**config.mk**
```make
export PLATFORM = sky130hd
export DESIGN_NAME = aes_axil_cmd_master
export DESIGN_NICKNAME = d
export VERILOG_FILES = /design/src/rtl/aes_axil_cmd_master.sv
export SDC_FILE = /design/constraint.sdc
export NUM_CORES = 1
export LEC_CHECK = 0
export CAP_MARGIN = 0
export CORE_MARGIN = 5
export CORE_UTILIZATION = 25
export DETAILED_ROUTE_END_ITERATION = 12
export GPL_TIMING_DRIVEN = 0
export PLACE_DENSITY = 0.58
export SYNTH_ARGS = -nofsm -noshare
export SYNTH_HDL_FRONTEND = slang
export SYNTH_SLANG_ARGS = --single-unit
```
**constraint.sdc**
```tcl
create_clock -name clk -period 4.1 [get_ports clk]
set_input_delay 0.41 -clock clk [delete_from_list [all_inputs] [get_ports clk]]
set_output_delay 0.41 -clock clk [all_outputs]
set_load 0.02 [all_outputs]
```
**src/rtl/aes_axil_cmd_master.sv**
```systemverilog
// AXI4-Lite initiator that runs one AES job on the accelerator's register slave:
// program key/IV/data/mode, start, poll STATUS, read DOUT, then clear start.
module aes_axil_cmd_master #(
    parameter logic [31:0] BASE_ADDR  = 32'h0000_0000,
    parameter int unsigned POLL_LIMIT = 1024,
    parameter int unsigned DONE_BIT   = 0
) (
    input  logic         clk,
    input  logic         reset,
    input  logic         cmd_valid,
    output logic         cmd_ready,
    input  logic [127:0] cmd_key,
    input  logic [127:0] cmd_iv,
    input  logic [127:0] cmd_data,
    input  logic [2:0]   cmd_mode,
    input  logic         cmd_enc_dec,
    output logic         res_valid,
    input  logic         res_ready,
    output logic [127:0] res_data,
    output logic         res_err,
    output logic [31:0]  m_axi_awaddr,
    output logic         m_axi_awvalid,
    input  logic         m_axi_awready,
    output logic [31:0]  m_axi_wdata,
    output logic [3:0]   m_axi_wstrb,
    output logic         m_axi_wvalid,
    input  logic         m_axi_wready,
    input  logic [1:0]   m_axi_bresp,
    input  logic         m_axi_bvalid,
    output logic         m_axi_bready,
    output logic [31:0]  m_axi_araddr,
    output logic         m_axi_arvalid,
    input  logic         m_axi_arready,
    input  logic [31:0]  m_axi_rdata,
    input  logic [1:0]   m_axi_rresp,
    input  logic         m_axi_rvalid,
    output logic         m_axi_rready
);

    typedef enum logic [2:0] {
        StIdle, StWrReq, StWrResp, StRdReq, StRdResp, StStep, StResult
    } state_e;

    // Steps 0..11 are KEY/IV/DIN writes, 15..18 the DOUT reads.
    localparam logic [4:0]  StepMode  = 5'd12;
    localparam logic [4:0]  StepStart = 5'd13;
    localparam logic [4:0]  StepPoll  = 5'd14;
    localparam logic [4:0]  StepDout0 = 5'd15;
    localparam logic [4:0]  StepStop  = 5'd19;
    localparam logic [15:0] PollMax   = 16'(POLL_LIMIT);
    localparam logic [4:0]  DoneIdx   = 5'(DONE_BIT);

    state_e        state_q, state_d;
    logic [4:0]    step_q, step_d, nxt;
    logic [15:0]   poll_q, poll_d;
    logic          done_q, done_d;
    logic [127:0]  key_q, key_d, iv_q, iv_d, din_q, din_d;
    logic [2:0]    mode_q, mode_d;
    logic          enc_dec_q, enc_dec_d;
    logic [31:0]   awaddr_q, awaddr_d, wdata_q, wdata_d, araddr_q, araddr_d;
    logic          awvalid_q, awvalid_d, wvalid_q, wvalid_d, arvalid_q, arvalid_d;
    logic [127:0]  res_data_q, res_data_d;
    logic          res_err_q, res_err_d;

    function automatic logic [31:0] word_of(input logic [127:0] f, input logic [1:0] w);
        logic [31:0] r;
        unique case (w)
            2'd0: r = f[127:96];
            2'd1: r = f[95:64];
            2'd2: r = f[63:32];
            default: r = f[31:0];
        endcase
        return r;
    endfunction

    function automatic logic [127:0] put_word(input logic [127:0] f, input logic [1:0] w,
                                               input logic [31:0] v);
        logic [127:0] r;
        r = f;
        unique case (w)
            2'd0: r[127:96] = v;
            2'd1: r[95:64]  = v;
            2'd2: r[63:32]  = v;
            default: r[31:0] = v;
        endcase
        return r;
    endfunction

    // DOUT word index of steps 15..18 is step[1:0]+1 (wraps 3 -> 0).
    function automatic logic [31:0] step_addr(input logic [4:0] s);
        logic [31:0] off;
        if (s < StepMode)                       off = 32'h10 + {25'd0, s, 2'b00};
        else if (s == StepMode)                 off = 32'h08;
        else if (s == StepPoll)                 off = 32'h0C;
        else if (s >= StepDout0 && s < StepStop) off = 32'h40 + {28'd0, s[1:0] + 2'd1, 2'b00};
        else                                    off = 32'h00;
        return BASE_ADDR + off;
    endfunction

    function automatic logic step_is_read(input logic [4:0] s);
        return (s >= StepPoll) && (s < StepStop);
    endfunction

    function automatic logic [31:0] step_wdata(input logic [4:0] s, input logic [127:0] key,
                                               input logic [127:0] iv, input logic [127:0] din,
                                               input logic [2:0] mode, input logic enc_dec);
        logic [31:0] w;
        if (s < 5'd4)            w = word_of(key, s[1:0]);
        else if (s < 5'd8)       w = word_of(iv, s[1:0]);
        else if (s < StepMode)   w = word_of(din, s[1:0]);
        else if (s == StepMode)  w = {28'd0, enc_dec, mode};
        else if (s == StepStart) w = 32'd1;
        else                     w = 32'd0;
        return w;
    endfunction

    always_comb begin
        state_d    = state_q;
        step_d     = step_q;
        nxt        = step_q + 5'd1;
        poll_d     = poll_q;
        done_d     = done_q;
        key_d      = key_q;
        iv_d       = iv_q;
        din_d      = din_q;
        mode_d     = mode_q;
        enc_dec_d  = enc_dec_q;
        awaddr_d   = awaddr_q;
        wdata_d    = wdata_q;
        araddr_d   = araddr_q;
        awvalid_d  = awvalid_q;
        wvalid_d   = wvalid_q;
        arvalid_d  = arvalid_q;
        res_data_d = res_data_q;
        res_err_d  = res_err_q;

        unique case (state_q)
            StIdle: begin
                if (cmd_valid) begin
                    key_d      = cmd_key;
                    iv_d       = cmd_iv;
                    din_d      = cmd_data;
                    mode_d     = cmd_mode;
                    enc_dec_d  = cmd_enc_dec;
                    step_d     = 5'd0;
                    poll_d     = 16'd0;
                    done_d     = 1'b0;
                    res_err_d  = 1'b0;
                    res_data_d = '0;
                    awaddr_d   = step_addr(5'd0);
                    wdata_d    = cmd_key[127:96];
                    awvalid_d  = 1'b1;
                    wvalid_d   = 1'b1;
                    state_d    = StWrReq;
                end
            end
            StWrReq: begin
                awvalid_d = awvalid_q & ~m_axi_awready;
                wvalid_d  = wvalid_q & ~m_axi_wready;
                if (!awvalid_d && !wvalid_d) state_d = StWrResp;
            end
            StWrResp: begin
                if (m_axi_bvalid) begin
                    if (m_axi_bresp != 2'b00) begin
                        res_err_d = 1'b1;
                        state_d   = StResult;
                    end else begin
                        state_d = StStep;
                    end
                end
            end
            StRdReq: begin
                if (m_axi_arready) begin
                    arvalid_d = 1'b0;
                    state_d   = StRdResp;
                end
            end
            StRdResp: begin
                if (m_axi_rvalid) begin
                    if (m_axi_rresp != 2'b00) begin
                        res_err_d = 1'b1;
                        state_d   = StResult;
                    end else begin
                        if (step_q == StepPoll) begin
                            poll_d = poll_q + 16'd1;
                            done_d = m_axi_rdata[DoneIdx];
                        end else begin
                            res_data_d = put_word(res_data_q, step_q[1:0] + 2'd1, m_axi_rdata);
                        end
                        state_d = StStep;
                    end
                end
            end
            StStep: begin
                if (step_q == StepPoll) begin
                    if (done_q) begin
                        nxt = StepDout0;
                    end else if (poll_q >= PollMax) begin
                        // Timed out: skip DOUT but still clear start.
                        nxt       = StepStop;
                        res_err_d = 1'b1;
                    end else begin
                        nxt = StepPoll;
                    end
                end
                if (step_q == StepStop) begin
                    state_d = StResult;
                end else begin
                    step_d = nxt;
                    if (step_is_read(nxt)) begin
                        araddr_d  = step_addr(nxt);
                        arvalid_d = 1'b1;
                        state_d   = StRdReq;
                    end else begin
                        awaddr_d  = step_addr(nxt);
                        wdata_d   = step_wdata(nxt, key_q, iv_q, din_q, mode_q, enc_dec_q);
                        awvalid_d = 1'b1;
                        wvalid_d  = 1'b1;
                        state_d   = StWrReq;
                    end
                end
            end
            StResult: begin
                if (res_ready) state_d = StIdle;
            end
            default: state_d = StIdle;
        endcase
    end

    always_ff @(posedge clk) begin
        if (reset) begin
            state_q    <= StIdle;
            step_q     <= '0;
            poll_q     <= '0;
            done_q     <= 1'b0;
            key_q      <= '0;
            iv_q       <= '0;
            din_q      <= '0;
            mode_q     <= '0;
            enc_dec_q  <= 1'b0;
            awaddr_q   <= '0;
            wdata_q    <= '0;
            araddr_q   <= '0;
            awvalid_q  <= 1'b0;
            wvalid_q   <= 1'b0;
            arvalid_q  <= 1'b0;
            res_data_q <= '0;
            res_err_q  <= 1'b0;
        end else begin
            state_q    <= state_d;
            step_q     <= step_d;
            poll_q     <= poll_d;
            done_q     <= done_d;
            key_q      <= key_d;
            iv_q       <= iv_d;
            din_q      <= din_d;
            mode_q     <= mode_d;
            enc_dec_q  <= enc_dec_d;
            awaddr_q   <= awaddr_d;
            wdata_q    <= wdata_d;
            araddr_q   <= araddr_d;
            awvalid_q  <= awvalid_d;
            wvalid_q   <= wvalid_d;
            arvalid_q  <= arvalid_d;
            res_data_q <= res_data_d;
            res_err_q  <= res_err_d;
        end
    end

    assign cmd_ready     = (state_q == StIdle);
    assign res_valid     = (state_q == StResult);
    assign res_data      = res_data_q;
    assign res_err       = res_err_q;
    assign m_axi_awaddr  = awaddr_q;
    assign m_axi_awvalid = awvalid_q;
    assign m_axi_wdata   = wdata_q;
    assign m_axi_wstrb   = 4'hF;
    assign m_axi_wvalid  = wvalid_q;
    assign m_axi_bready  = (state_q == StWrResp);
    assign m_axi_araddr  = araddr_q;
    assign m_axi_arvalid = arvalid_q;
    assign m_axi_rready  = (state_q == StRdResp);

endmodule

```
== Word-level counts from Yosys, hierarchy flattened ==
Cells that the tools add are included.

* Register bits: 641
* Input bits: 433
* Output and inout port bits: 236
* Logic and storage cells: 177

* Add/subtract/negate cells: 6
* Order comparisons: 7
* Equality and inequality tests: 36
* Muxes and demuxes: 74
* Bitwise logic cells: 5
* Reduce and logical (&&, ||, !) cells: 29

{| class="wikitable"
|+ Operators by type and width
! kind !! number
|-
| 2-to-1 mux 128 bit || 4
|-
| 2-to-1 mux 32 bit || 13
|-
| one-hot mux 32 bit (3 select lines) || 3
|-
| one-hot mux 128 bit (2 select lines) || 1
|-
| one-hot mux 32 bit (2 select lines) || 2
|-
| 2-to-1 mux 16 bit || 4
|-
| 2-to-1 mux 8 bit || 4
|-
| one-hot mux 16 bit (2 select lines) || 1
|-
| 2-to-1 mux 5 bit || 6
|-
| AND reduction 6 bit || 5
|-
| inequality test 2 bit (second input constant) || 14
|-
| 2-to-1 mux 3 bit || 7
|-
| one-hot mux 3 bit (7 select lines) || 1
|-
| equality test 5 x 4 -> 1 bit (second input constant) || 4
|-
| 2-to-1 mux 1 bit || 18
|-
| adder 16 x 1 -> 16 bit (second input constant) || 1
|-
| >= comparator 16 x 11 -> 1 bit (second input constant) || 1
|-
| inequality test 2 x 1 -> 1 bit (second input constant) || 7
|-
| AND reduction 4 bit || 3
|-
| >= comparator 5 x 4 -> 1 bit (second input constant) || 2
|-
| less-than comparator 5 x 4 -> 1 bit (second input constant) || 2
|-
| one-hot mux 5 bit (2 select lines) || 1
|-
| nonzero test 2 bit || 5
|-
| equality test 3 bit (second input constant) || 3
|-
| other kinds (29) || 45
|}

== Logic depth before layout (Yosys ltp) ==
* Depth in word-level cells: 14
* Depth in mapped cells: 15
* Mapped depth without buffers: 12

== Worst setup path before layout ==
Ideal clock, no wire load.

* Kind: reg2reg
* Start point: reg step_q[0]
* End point: reg wdata_q[16] (netlist: m_axi_wdata[16])
* Library setup time: 121 ps
* Data arrival time: 2734 ps
* Required time: 3979 ps
* Setup slack: 1245 ps
* Cell stages (with the launch flop): 15
* Buffers on the path: 2
* Period minus slack after synthesis: 2855 ps
* Cell sequence: dfxtp_1 > inv_1 > ha_1 > and4b_1 > buf_2 > o211ai_4 > nand2_4 > inv_1 > ha_1 > inv_1 > o21a_4 > o21a_4 > o21ai_4 > buf_4 > o22ai_1

* Longest elaborated chain between the ends: 11
* Elaborated cells on any way between the ends: 26
* Classes of those cells: add/sub: 1; order compare: 5; eq/ne: 6; mux: 11; reduce/logical: 3

{| class="wikitable"
|+ Ends and longest elaborated chain
! element !! RTL line !! text
|-
| start: declaration || 54 || <nowiki>logic [4:0] step_q, step_d, nxt;</nowiki>
|-
| start signal: assignment || 251 || <nowiki>step_q <= step_d;</nowiki>
|-
| parallel branches: the longest is 11 deep, another holds adder 5 x 1 -> 5 bit || -- ||
|-
| end signal: assignment || 260 || <nowiki>wdata_q <= wdata_d;</nowiki>
|-
| end: declaration || 60 || <nowiki>logic [31:0] awaddr_q, awaddr_d, wdata_q, wdata_d, araddr_q, araddr_d;</nowiki>
|}

Parallel ways; which one is timed is not known. The select of a mux whose other input is x is not followed.
A chain may end at the register's enable or synchronous reset.

== Final worst setup path ==
* Start point: reg step_q[0]
* End point: reg wdata_q[13] (netlist: m_axi_wdata[13])

The elaborated chain is that of the path after synthesis.

==> reports/results.ini <==
[floorplan]
num_io_pins = 669
dieWidth_um = 325
coreArea_um2 = 98400
die_area_um2 = 106000
die_h_um = 325
rows = 115
start_util_pct = 25.2

[drt]
vias_per_cell = 5.07
routed_wl_um = 138000
vias = 27000
drtIter0Drc = 2812
detail-route-antenna-nets = 0
routedWlPerCell_um = 25.9
route.detailed.drc = 0
firstDrtPassIters = 9

[clocking]
cts_hold_buffers = 0
clk_latency_ns = 0.63
cts-root-buf = clkbuf_16
htree_levels = 3
cts_buffer_depth = 3
cts.clk_slew.worst_paths_ns = 0.06
cts_tree = yes
clock-sinks = 589
cts_buffers = 69

[synthesis]
synth_edf_count = 0
yosysSeqAreaShare_pct = 47.5
synthTopCellsByArea = dfxtp_1 48%, nand2_1 14%, a21oi_1 12%, clkbuf_1 3.8%, nand3_1 2.8%
yosysMostFrequentCell = nand2_1
yosys.area_share.simple_pct = 20.6
synth-xor-area-share_pct = 0.494
synth_warnings = 0
syn_inst = 3233
yosys.area.top_type = dfxtp_1
synth_top_family_by_area = compound AO/OA/AOI/OAI gates
synth_top_area_share_pct = 47.5
avgSynthCellArea_um2 = 7.68
synth_cell_types = 69
yosys-mux-area-fraction_pct = 0.202
synth_ff_type = dfxtp_1
ys_ff_latch = 589
synthTopCellsByCount = 953 x nand2_1, 589 x a21oi_1, 589 x dfxtp_1
synth-async-reset-ratio_pct = 0
synth_compound_area_share_pct = 24.2
synth_fa_ha_area_share_pct = 0.504
syn_area_um2 = 24800

[critical_path]
rrSetupSlack_ns = 0.03
crit_path_start_kind = flip-flop
reg2regPathDepth = 10
worstPathMaxFanout = 10
r2r_start = step_q[0]
criticalPathCategory = flip-flop to flip-flop
worstPathRequired_ns = 4.61
cp-end-kind = flip-flop
cp-startpoint = step_q[0]
arrival_ns = 4.58

[timing]
slew-limit-headroom_pct = 27.0
setup-violations-final = 0
maxSlewViolCount = 0
fin_skew_ns = 0.0261
rsz0062_at_grt = yes
fin_crit_ns = 4.07
hold_viol = 0
finalCritPeriodShare_pct = 99.2
worst_slew_pin_slew_ns = 1.10
fmax_mhz = 246

[hold_path]
hp-class = input port to flip-flop
hold_start = cmd_iv[106]
min_path_cells = 3

[layout]
fin_cells = 5320
fin_nets = 4416
area_growth_pct = 41.8
design_area_um2 = 35200
final_core_util_pct = 35.8
drive_above_1_share_pct = 5.52

[global_route]
grt_pass1_wl_um = 190000
antenna_found_initial = 26
grt_start_max_net_pins = 20
first_global_vias = 26100
overflow = 0
grtUsageTotal_pct = 24.7

[placement]
dpl.hpwl_um = 112000
dpl-instance-area_um2 = 32800
place_inst = 5186
port_buffers = 612
place_congestion = 0.971

[status]
outcome = complete, no violations

[pwr]
vdd_ir_drop_max_v = 0.000287
powerDensity_nw_per_um2 = 600
leakage_nw = 12.2

[run]
cap_violations = 0

[layer usage]
metal / vias up / track usage [%] / share of wire, %
met5: - / 0 / 0.15
met4: 28 / 10.6 / 4.9
met2: 1266 / 41.8 / 47
met3: 276 / 7.39 / 9.2
li1: 12600 / - / -
met1: 12900 / 29.1 / 39
[cell type report]
class	count	area (µm²)
multi-input cells	2344	11700
repair buffers	616	6160
diodes	10	25.0
plain buffers	337	1530
clock inverters	23	337
clock buffers	98	2010
well taps	1287	1610
inverters	16	60.1
fillers	10600	63200
flip-flops and latches	589	11800
[logic make-up after synthesis]
kind of cell,count (synthesis)
AO/OA/AOI/OAI,1003
XOR/XNOR,14
adder cells (fa/ha/maj),10
buffers and inverters,354
flip-flops,589
multiplexers,5
other,2
AND/OR/NAND/NOR,1256
[what timing repair did]
item                                    in CTS  in global routing
buffers inserted                             2                  2
pin swaps                                    3                  3
endpoints found under the setup margin      35                 18
gates resized for setup                     19                  6
[registers in the layout (all words and copies together) (netlist names), 3 cells and up]
| register | flops |
|---|---|
| key_q | 128 |
| din_q | 128 |
| mode_q | 3 |
| state_q | 3 |
| m_axi_wdata | 32 |
| m_axi_araddr | 6 |
| m_axi_awaddr | 6 |
| iv_q | 128 |
| res_data | 128 |
| step_q | 5 |
| poll_q | 16 |
[cells in the final DEF, fill, tap and decap left out, types with 14 or more instances in the layout]
master,n
a22oi_1,34
and2_1,20
nor3_1,16
o21ai_0,130
o22ai_1,17
buf_1,14
buf_4,64
dfxtp_1,588
clkdlybuf4s50_1,612
clkbuf_1,259
o211ai_1,39
a222oi_1,64
o21ai_1,16
clkbuf_16,71
nand3_1,141
a21oi_1,587
conb_1,56
o221ai_1,33
nand2_1,953
nor2_1,86
[worst max-delay path, cell delays in order (launching register included)]
cell      delay (ns)
dfxtp_2         0.48
inv_1           0.22
ha_1            0.48
clkbuf_2        0.37
clkbuf_2        0.38
a222oi_1        0.90
o21ai_0         0.32
o211ai_1        0.23
o211ai_1        0.25
a22oi_1         0.21
a21oi_1         0.09
[per-stage QoR]
step / setup WS (ns) / setup TNS [ns] / total power [mW] / hold WS [ns]
floorplan: 1.25 / 0 / 11.2 / 0.433
global placement: -0.768 / -15.26 / 14.6 / 0.440
detailed placement: -0.743 / -15.48 / 14.6 / 0.443
CTS: 0.0832 / 0 / 21.1 / 0.296
global route: -0.0407 / -0.0733 / 22.0 / 0.315
finish: 0.0330 / 0 / 21.1 / 0.335
[worst paths after layout]
path	endpoint
worst min register to register	iv_q[56]
worst max-delay path	m_axi_wdata[13]
worst max register to register	m_axi_wdata[13]
worst min-delay path	iv_q[106]
[report_power, final]
part           switching, mW  leakage, nW  internal (mW)
clock network           2.62         1.14           3.87
logic                   4.94         6.28           2.18
registers              0.710         4.81           6.80
Note: power is estimated with default switching activity, not from simulation.
